**src/rtl/lane_scheduler.sv**
```systemverilog
// Round-robin scheduler feeding one clk8f serial datapath from four lanes, plus clock-domain strobes.
// Define LANE_SCHED_RR_EN for round-robin arbitration; leave it undefined for fixed priority (lane 0 highest).
module lane_scheduler #(
  parameter int         DATA_WIDTH  = 8,
  parameter logic [7:0] IDLE_WORD   = 8'hBC,
  parameter int         SYNC_CYCLES = 8
) (
  input  logic                  clk8f,
  input  logic                  reset,
  input  logic [3:0]            valid_in,
  input  logic [DATA_WIDTH-1:0] data_in0,
  input  logic [DATA_WIDTH-1:0] data_in1,
  input  logic [DATA_WIDTH-1:0] data_in2,
  input  logic [DATA_WIDTH-1:0] data_in3,
  output logic [3:0]            ready_out,
  output logic [DATA_WIDTH-1:0] data_out,
  output logic                  valid_out,
  output logic [1:0]            lane_out,
  output logic                  sync_done,
  output logic [2:0]            phase,
  output logic                  clk4f_en,
  output logic                  clk2f_en,
  output logic                  clkf_en
);

  localparam logic [DATA_WIDTH-1:0] IdleWord = DATA_WIDTH'(IDLE_WORD);
  localparam logic [7:0]            SyncLast = 8'(SYNC_CYCLES - 1);

  typedef enum logic {
    SYNC   = 1'b0,
    ACTIVE = 1'b1
  } state_t;

  state_t                  state_q, state_d;
  logic [7:0]              syncCnt_q, syncCnt_d;
  logic [3:0]              grant;
  logic [1:0]              grantIdx;
  logic                    grantFound;
  logic [1:0]              cand;
  logic                    transfer;
  logic [DATA_WIDTH-1:0]   selData;
  logic [DATA_WIDTH-1:0]   dataOut_q, dataOut_d;
  logic                    validOut_q, validOut_d;
  logic [1:0]              laneOut_q, laneOut_d;
  logic                    syncDone_q;
  logic [2:0]              phase_q, phase_d;
  logic                    clk4fEn_q, clk2fEn_q, clkfEn_q;

`ifdef LANE_SCHED_RR_EN
  logic [1:0]              lastGrant_q, lastGrant_d;
`endif

  always_ff @(posedge clk8f or posedge reset) begin
    if (reset) begin
      state_q   <= SYNC;
      syncCnt_q <= 8'd0;
    end else begin
      state_q   <= state_d;
      syncCnt_q <= syncCnt_d;
    end
  end

  // The preamble holds the idle word for SYNC_CYCLES edges, then arbitration runs until the next reset.
  always_comb begin
    state_d   = state_q;
    syncCnt_d = syncCnt_q;
    if (state_q == SYNC) begin
      if (syncCnt_q == SyncLast) begin
        state_d = ACTIVE;
      end else begin
        syncCnt_d = syncCnt_q + 8'd1;
      end
    end
  end

  always_comb begin
    grant      = 4'b0000;
    grantIdx   = 2'd0;
    grantFound = 1'b0;
    cand       = 2'd0;
    if (state_q == ACTIVE) begin
`ifdef LANE_SCHED_RR_EN
      for (int k = 1; k <= 4; k++) begin
        cand = lastGrant_q + 2'(k);
        if (!grantFound && valid_in[cand]) begin
          grantFound = 1'b1;
          grantIdx   = cand;
        end
      end
`else
      for (int k = 0; k < 4; k++) begin
        cand = 2'(k);
        if (!grantFound && valid_in[cand]) begin
          grantFound = 1'b1;
          grantIdx   = cand;
        end
      end
`endif
      if (grantFound) begin
        grant[grantIdx] = 1'b1;
      end
    end
  end

  assign ready_out = grant;
  assign transfer  = grantFound;

  always_comb begin
    selData = data_in0;
    case (grantIdx)
      2'd0:    selData = data_in0;
      2'd1:    selData = data_in1;
      2'd2:    selData = data_in2;
      default: selData = data_in3;
    endcase
  end

  always_comb begin
    dataOut_d  = IdleWord;
    validOut_d = 1'b0;
    laneOut_d  = 2'd0;
    if (transfer) begin
      dataOut_d  = selData;
      validOut_d = 1'b1;
      laneOut_d  = grantIdx;
    end
  end

`ifdef LANE_SCHED_RR_EN
  // Pointer only moves on an accepted word, so idle cycles keep the rotation fair.
  assign lastGrant_d = transfer ? grantIdx : lastGrant_q;

  always_ff @(posedge clk8f or posedge reset) begin
    if (reset) begin
      lastGrant_q <= 2'd3;
    end else begin
      lastGrant_q <= lastGrant_d;
    end
  end
`endif

  always_ff @(posedge clk8f or posedge reset) begin
    if (reset) begin
      dataOut_q  <= IdleWord;
      validOut_q <= 1'b0;
      laneOut_q  <= 2'd0;
      syncDone_q <= 1'b0;
    end else begin
      dataOut_q  <= dataOut_d;
      validOut_q <= validOut_d;
      laneOut_q  <= laneOut_d;
      syncDone_q <= (state_d == ACTIVE);
    end
  end

  // Strobes are derived from the next phase so they line up with the phase value registered beside them.
  assign phase_d = phase_q + 3'd1;

  always_ff @(posedge clk8f or posedge reset) begin
    if (reset) begin
      phase_q   <= 3'd0;
      clk4fEn_q <= 1'b0;
      clk2fEn_q <= 1'b0;
      clkfEn_q  <= 1'b0;
    end else begin
      phase_q   <= phase_d;
      clk4fEn_q <= phase_d[0];
      clk2fEn_q <= &phase_d[1:0];
      clkfEn_q  <= &phase_d;
    end
  end

  assign data_out  = dataOut_q;
  assign valid_out = validOut_q;
  assign lane_out  = laneOut_q;
  assign sync_done = syncDone_q;
  assign phase     = phase_q;
  assign clk4f_en  = clk4fEn_q;
  assign clk2f_en  = clk2fEn_q;
  assign clkf_en   = clkfEn_q;

  grantOneHot: assert property (@(posedge clk8f) disable iff (reset) $onehot0(ready_out));
  grantOnlyValid: assert property (@(posedge clk8f) disable iff (reset) (ready_out & ~valid_in) == 4'b0000);

endmodule

```
**config.mk**
```make
export PLATFORM = sky130hd
export DESIGN_NAME = lane_scheduler
export DESIGN_NICKNAME = d
export VERILOG_FILES = /design/src/rtl/lane_scheduler.sv
export SDC_FILE = /design/constraint.sdc
export NUM_CORES = 1
export LEC_CHECK = 0
export ABC_AREA = 1
export BUFFER_PORTS_ARGS = -buffer_cell sky130_fd_sc_hd__buf_2
export CORE_AREA = 2 2 77 79
export CTS_CLUSTER_DIAMETER = 40
export CTS_CLUSTER_SIZE = 25
export DETAILED_ROUTE_END_ITERATION = 12
export DIE_AREA = 0 0 79 81
export GPL_ROUTABILITY_DRIVEN = 0
export GPL_TIMING_DRIVEN = 0
export MAX_ROUTING_LAYER = met4
export SYNTH_ARGS = -nofsm -noshare
export SYNTH_HDL_FRONTEND = slang
export SYNTH_SLANG_ARGS = --single-unit
```
**constraint.sdc**
```tcl
create_clock -name clk8f -period 1.7 [get_ports clk8f]
set_input_delay 0.17 -clock clk8f [delete_from_list [all_inputs] [get_ports clk8f]]
set_output_delay 0.17 -clock clk8f [all_outputs]
set_load 0.005 [all_outputs]
```
==> results.py, run 1 <==
metrics = {
    "status": {
        "status": "complete, no violations",
    },
    "critical_path": {
        "rr_startpoint": "syncCnt_q[0]$_DFFE_PP0P_",
        "cpPeakStageDelay_ns": 0.37,
        "crit_chain": "buf_6 > nand2_1 > inv_1 > nand3_2 > inv_2 > buf_2",
        "worstPathArrival_ns": 1.40,
        "reg2reg_depth": 6,
        "critPathCaptureType": "output port",
        "critPathMaxFanout": 8,
        "required_ns": 1.53,
        "crit_start": "sync_done$_DFF_PP0_",
        "r2r_end": "syncCnt_q[5]$_DFFE_PP0P_",
        "path_class": "register to output port",
        "ff2ff_setup_slack_ns": 0.29,
        "worst_path_max_delay_cell": "dfrtp_1",
        "crit_end": "ready_out[3]",
        "worstSetupStartpointType": "register",
    },
    "synthesis": {
        "syn_area_um2": 1360,
        "synthArstFlopShare": 1.00,
        "ys_types": 26,
        "synth_common_cells": "nand2_1 (52), inv_1 (27), dfrtp_1 (20)",
        "syn_avg_cell_area_um2": 8.03,
        "synth_ff_type": "dfrtp_1",
        "synth.yosys.seq_area_share": 0.466,
        "ys_top_cells_by_area": "dfrtp_1 (37%), nand2_1 (14%), dfstp_2 (9.7%), inv_1 (7.5%), nand3_1 (3.7%)",
        "yosysWarnings": 0,
        "synth_top_area_frac": 0.369,
        "synth_edf_count": 0,
        "synth_seq_cells": 25,
        "synth_most_common_cell": "nand2_1",
        "synth_cells": 169,
        "syn_nets": 210,
        "synth_top_cell_by_area": "dfrtp_1",
    },
    "clocking": {
        "worstSkewPairLatency_ns": 0.27,
        "cts_hold_buf": 0,
        "clock_tree.buffer_depth": 2,
        "clk_pin_slew_ns": 0.09,
        "cts.sinks": 25,
        "ctsRootBufferMaster": "clkbuf_8",
        "cts_tree": "built",
        "cts_buffers": 3,
        "cts_resized": 0,
        "htree_num_levels": 1,
        "post_cts_buffers": 0,
    },
    "global_route": {
        "grt_start_max_net_pins": 26,
        "grt_pass1_vias": 1154,
        "grt_usage": 0.101,
        "gr-total-overflow": 0,
        "antenna_found_initial": 0,
        "grt_pass1_wl_mm": 4.96,
    },
    "placed_design": {
        "dp_hpwl_mm": 2.51,
        "dpl_cell_area_um2": 1750,
        "port_buffers": 59,
    },
    "job": {
        "drv_cap": 0,
    },
    "drt": {
        "viasPerCell": 4.04,
        "drcViolationCount": 0,
        "wl_per_cell_um": 9.79,
        "routed_wl_mm": 3.01,
        "vias": 1240,
        "antenna_left": 0,
        "firstDrtPassIters": 4,
        "drt_iter0_markers": 42,
    },
    "final_layout": {
        "stdcell_area_um2": 1800,
        "syn2layout_area_growth_pct": 32.4,
        "num-fill-cells": 638,
        "drive_gt1_frac": 0.366,
        "n_antenna_cell": 0,
        "fin_nets": 274,
    },
    "floorplanning": {
        "fp.dieH_um": 81,
        "pin_count": 60,
        "fp.dieW_um": 79,
        "dieArea_um2": 6400,
        "start_util": 0.239,
        "core_area_um2": 5680,
        "rows": 28,
    },
    "power_and_ir_drop": {
        "power.density_nw_per_um2": 650,
        "ir_worst_vdd_mv": 0.237,
        "power_leakage_nw": 1.01,
    },
    "sta": {
        "setup_viol": 0,
        "relSlewSlack": 0.393,
        "max_clock_freq_mhz": 639,
        "finalHoldViolations": 0,
        "tightest_slew_ns": 0.909,
        "fin_crit_ns": 1.57,
        "post-route-period-util": 0.921,
        "slew_viol_final": 0,
        "rsz0062_at_grt": "no",
        "skew_ns": 0.00654,
        "setup_tns_ns": 0,
    },
    "hold_path": {
        "worstHoldPathType": "primary input to async pin",
    },
}
through the flow:
| stage | util | std cells | total power, mW | worst slack [ns] | hold WS (ns) |
|---|---|---|---|---|---|
| 3_3_place_gp | 0.308 | 303 | 0.817 | 0.319 | 0.409 |
| 4_1_cts | 0.316 | 307 | 1.19 | 0.116 | 0.109 |
| 2_1_floorplan | - | 169 | 0.725 | 0.435 | 0.194 |
| 6_report | 0.316 | 307 | 1.17 | 0.135 | 0.0803 |
| 5_1_grt | 0.316 | 307 | 1.24 | 0.0495 | 0.140 |
| 3_5_place_dp | 0.308 | 303 | 0.818 | 0.289 | 0.414 |
worst min-delay path by stage:
stage / from / endpoint / slack [ns]
2_1_floorplan: reset / clk2f_en$_DFF_PP0_ / 0.19
5_1_grt: data_in0[5] / data_out[5]$_DFF_PP1_ / 0.14
3_5_place_dp: data_in0[5] / data_out[5]$_DFF_PP1_ / 0.41
4_1_cts: reset / phase[1]$_DFF_PP0_ / 0.11
3_3_place_gp: reset / phase[1]$_DFF_PP0_ / 0.41
6_report: reset / data_out[1]$_DFF_PP0_ / 0.08
final cells by class:
class	count	area, um^2	share of cell area
repair buffers	59	295	0.164
plain buffers	2	18.8	0.0105
flip-flops and latches	25	632	0.352
clock inverters	1	8.76	0.00488
well taps	75	93.8	0.0523
multi-input cells	111	587	0.327
clock buffers	3	41.3	0.0230
inverters	31	119	0.0662
metal layers:
metal,up-vias,wire [um],track usage
li1,647,-,-
met2,57,1360,0.166
met4,0,36,0.0362
met3,4,275,0.0222
met5,-,0,-
met1,532,1330,0.123
critical path: cells and delay by family (launching register included):
family                 cells  cell delay [ns]
buffers and inverters      4             0.51
and+or+nand+nor            2             0.24
DFF                        1             0.37
report_power, final:
group	switching, mW	internal (mW)	leakage (nW)
clock	0.193	0.172	0.0261
combinational	0.0905	0.0768	0.693
sequential	0.00612	0.628	0.294
cells in the final DEF (no fill, tap or decap):
master    count
ha_1          3
nor2_2        1
o21ai_1       3
a21oi_1       3
clkbuf_8      3
a21boi_0      1
o21ai_0       2
inv_6         1
o21ai_4       1
xor2_1        3
nand2_1      52
xnor2_1       2
nor2_4        1
inv_1        27
nand3b_1      3
inv_2         3
buf_2        59
a21oi_4       1
buf_4         1
nand2_2       3
nor2_1       11
buf_6         1
dfrtp_1      20
nand4_1       7
dfstp_2       5
nand3_1      10
nand3_2       3
or2_2         1
inv_4         1
sequential cells by signal, indices dropped and copies added, names as in the netlist:
| name | cells |
|---|---|
| clk2f_en | 1 |
| clkf_en | 1 |
| data_out | 8 |
| lane_out | 2 |
| phase | 3 |
| syncCnt_q | 8 |
| sync_done | 1 |
| valid_out | 1 |
kinds of logic after synthesis:
kind of cell / after synthesis / synth area share
simple gates: 92 / 0.314
buf+inv: 33 / 0.101
flops: 25 / 0.466
compound gates: 11 / 0.0590
xor+xnor: 5 / 0.0323
fa+ha+maj: 3 / 0.0277
(Power assumes the default switching activity.)
==> inputs of run 2 (changes only) <==
--- a/config.mk
+++ b/config.mk
@@ -6,9 +6,9 @@
 export NUM_CORES = 1
 export LEC_CHECK = 0
 export ABC_AREA = 1
-export BUFFER_PORTS_ARGS = -buffer_cell sky130_fd_sc_hd__buf_2
+export BUFFER_PORTS_ARGS = -buffer_cell sky130_fd_sc_hd__buf_4
 export CORE_AREA = 2 2 77 79
-export CTS_CLUSTER_DIAMETER = 40
+export CTS_CLUSTER_DIAMETER = 200
 export CTS_CLUSTER_SIZE = 25
 export DETAILED_ROUTE_END_ITERATION = 12
 export DIE_AREA = 0 0 79 81
==> run 2 against run 1 <==
Net effect: flip-flop and latch count unchanged; die area unchanged; clock skew increased by 0.0049 ns; sequential share of layout area decreased by 2.7 points; utilization increased by 2.6 points; clock power decreased by 1%; first-iteration DRC count decreased by 4.8%; critical path depth unchanged; register-to-register slack got worse by 0.03 ns; global-route usage increased by 0.66 points; hold slack improved by 0.0095 ns; via count increased by 1.6%; critical endpoint unchanged; largest cell class unchanged; highest routed layer unchanged.
==> results.py, run 2 (synthesis results as in run 1) <==
metrics = {
    "status": {
        "status": "complete, no violations",
    },
    "critical_path": {
        "worstSetupStartpointType": "register",
        "crit_chain": "buf_6 > nand2_1 > inv_1 > nand3_2 > inv_2 > buf_4",
        "crit_end": "ready_out[3]",
        "r2r_end": "syncCnt_q[5]$_DFFE_PP0P_",
        "critPathMaxFanout": 8,
        "rr_startpoint": "syncCnt_q[0]$_DFFE_PP0P_",
        "crit_family": "buffers and inverters",
        "cp_num_buf_inv": 4,
        "required_ns": 1.53,
        "path_class": "register to output port",
        "crit_start": "sync_done$_DFF_PP0_",
        "cp_num_cells": 6,
        "reg2reg_depth": 6,
        "worstPathArrival_ns": 1.39,
        "worst_path_max_delay_cell": "dfrtp_1",
        "critPathCaptureType": "output port",
        "cpPeakStageDelay_ns": 0.37,
        "ff2ff_setup_slack_ns": 0.26,
    },
    "sta": {
        "skew_ns": 0.0114,
        "fin_crit_ns": 1.56,
        "tightest_slew_ns": 0.904,
        "setup_tns_ns": 0,
        "max_clock_freq_mhz": 643,
        "rsz0062_at_grt": "no",
        "finalHoldViolations": 0,
        "hold_slack_ns": 0.0899,
        "post-route-period-util": 0.915,
        "slew_viol_final": 0,
        "setup_viol": 0,
        "relSlewSlack": 0.397,
    },
    "drt": {
        "routed_wl_mm": 3.12,
        "antenna_left": 0,
        "drcViolationCount": 0,
        "wl_per_cell_um": 10.2,
        "drt_iter0_markers": 40,
        "viasPerCell": 4.10,
        "firstDrtPassIters": 4,
        "vias": 1260,
    },
    "power_and_ir_drop": {
        "p_total_mw": 1.20,
        "p_comb_frac": 0.170,
        "power.density_nw_per_um2": 619,
        "pwr-share-seq": 0.530,
        "ir_worst_vdd_mv": 0.267,
        "power_leakage_nw": 1.06,
        "p_sw_mw": 0.287,
        "switching_share": 0.239,
        "cell_internal_pwr_mw": 0.915,
        "p_clk_frac": 0.300,
    },
    "clocking": {
        "worstSkewPairLatency_ns": 0.27,
        "clk_pin_slew_ns": 0.09,
        "cts_resized": 0,
        "ctsRootBufferMaster": "clkbuf_8",
        "clock_tree.buffer_depth": 2,
        "cts_tree": "built",
        "post_cts_buffers": 0,
        "htree_num_levels": 1,
        "cts.sinks": 25,
        "cts_hold_buf": 0,
        "cts_buffers": 3,
    },
    "floorplanning": {
        "dieArea_um2": 6400,
        "core_area_um2": 5680,
        "start_util": 0.239,
        "rows": 28,
        "fp.dieH_um": 81,
        "pin_count": 60,
        "fp.dieW_um": 79,
    },
    "global_route": {
        "gr-total-overflow": 0,
        "grt_start_max_net_pins": 26,
        "grt_pass1_wl_mm": 5.37,
        "grt_usage": 0.108,
        "grt_pass1_vias": 1281,
        "antenna_found_initial": 0,
    },
    "final_layout": {
        "final_util": 0.342,
        "layout_commonest_cell": "buf_4",
        "drive_gt1_frac": 0.366,
        "syn2layout_area_growth_pct": 43.3,
        "n_antenna_cell": 0,
        "fin_nets": 274,
        "mostFrequentLayoutCells": "buf_4 (60), nand2_1 (52), inv_1 (27)",
    },
    "job": {
        "drv_cap": 0,
    },
    "placed_design": {
        "dp_hpwl_mm": 2.62,
        "port_buffers": 59,
    },
    "hold_path": {
        "worstHoldPathType": "primary input to async pin",
    },
}
[run 2: cell counts in the layout (fill, tap and decap cells not counted)]
No cell type changed its count.
[run 2: layer usage]
metal | part of all wire | wire length, um | GRT usage | up-vias
li1 | - | - | - | 647
met1 | 0.46 | 1440 | 0.134 | 559
met2 | 0.46 | 1430 | 0.172 | 52
met3 | 0.072 | 223 | 0.0256 | 2
met4 | 0.0061 | 19 | 0.0379 | 0
met5 | 0 | 0 | - | -
[run 2: worst min path at each step]
stage	start	endpoint	slack, ns	depth (start not counted)
2_1_floorplan	reset	clk2f_en$_DFF_PP0_	0.19	1
3_3_place_gp	data_in0[5]	data_out[5]$_DFF_PP1_	0.40	3
3_5_place_dp	data_in0[5]	data_out[5]$_DFF_PP1_	0.41	3
4_1_cts	reset	data_out[1]$_DFF_PP0_	0.12	2
5_1_grt	data_in0[5]	data_out[5]$_DFF_PP1_	0.13	3
6_report	reset	phase[1]$_DFF_PP0_	0.09	2
[run 2: per-stage QoR]
step           instances  setup WS (ns)  area [um^2]
3_3_place_gp         303          0.316         1890
3_5_place_dp         303          0.286         1890
5_1_grt              307         0.0255         1940
6_report             307          0.144         1940
4_1_cts              307          0.113         1940
2_1_floorplan        169          0.435         1360
[run 2: worst register-to-register path, cell delays in order (launching register included)]
cell	delay (ns)
dfrtp_1	0.46
ha_1	0.26
nand3_2	0.11
o21ai_4	0.29
inv_4	0.08
nand2_1	0.07
o21ai_1	0.05
[run 2: layout make-up]
type	instances	area, um^2
Clock buffer	3	41.3
Sequential cell	25	632
Buffer	2	18.8
Multi-Input combinational cell	111	587
Inverter	31	119
Clock inverter	1	8.76
Tap cell	75	93.8
Fill cell	621	3730
Timing Repair Buffer	59	443
[run 2: power by group through the flow]
stage               Combinational (mW)  Sequential (mW)  Clock [mW]
floorplan                       0.0745            0.650           0
global placement                 0.206            0.651           0
detailed placement               0.208            0.651           0
CTS                              0.208            0.639       0.380
global route                     0.230            0.641       0.411
finish                           0.204            0.638       0.360
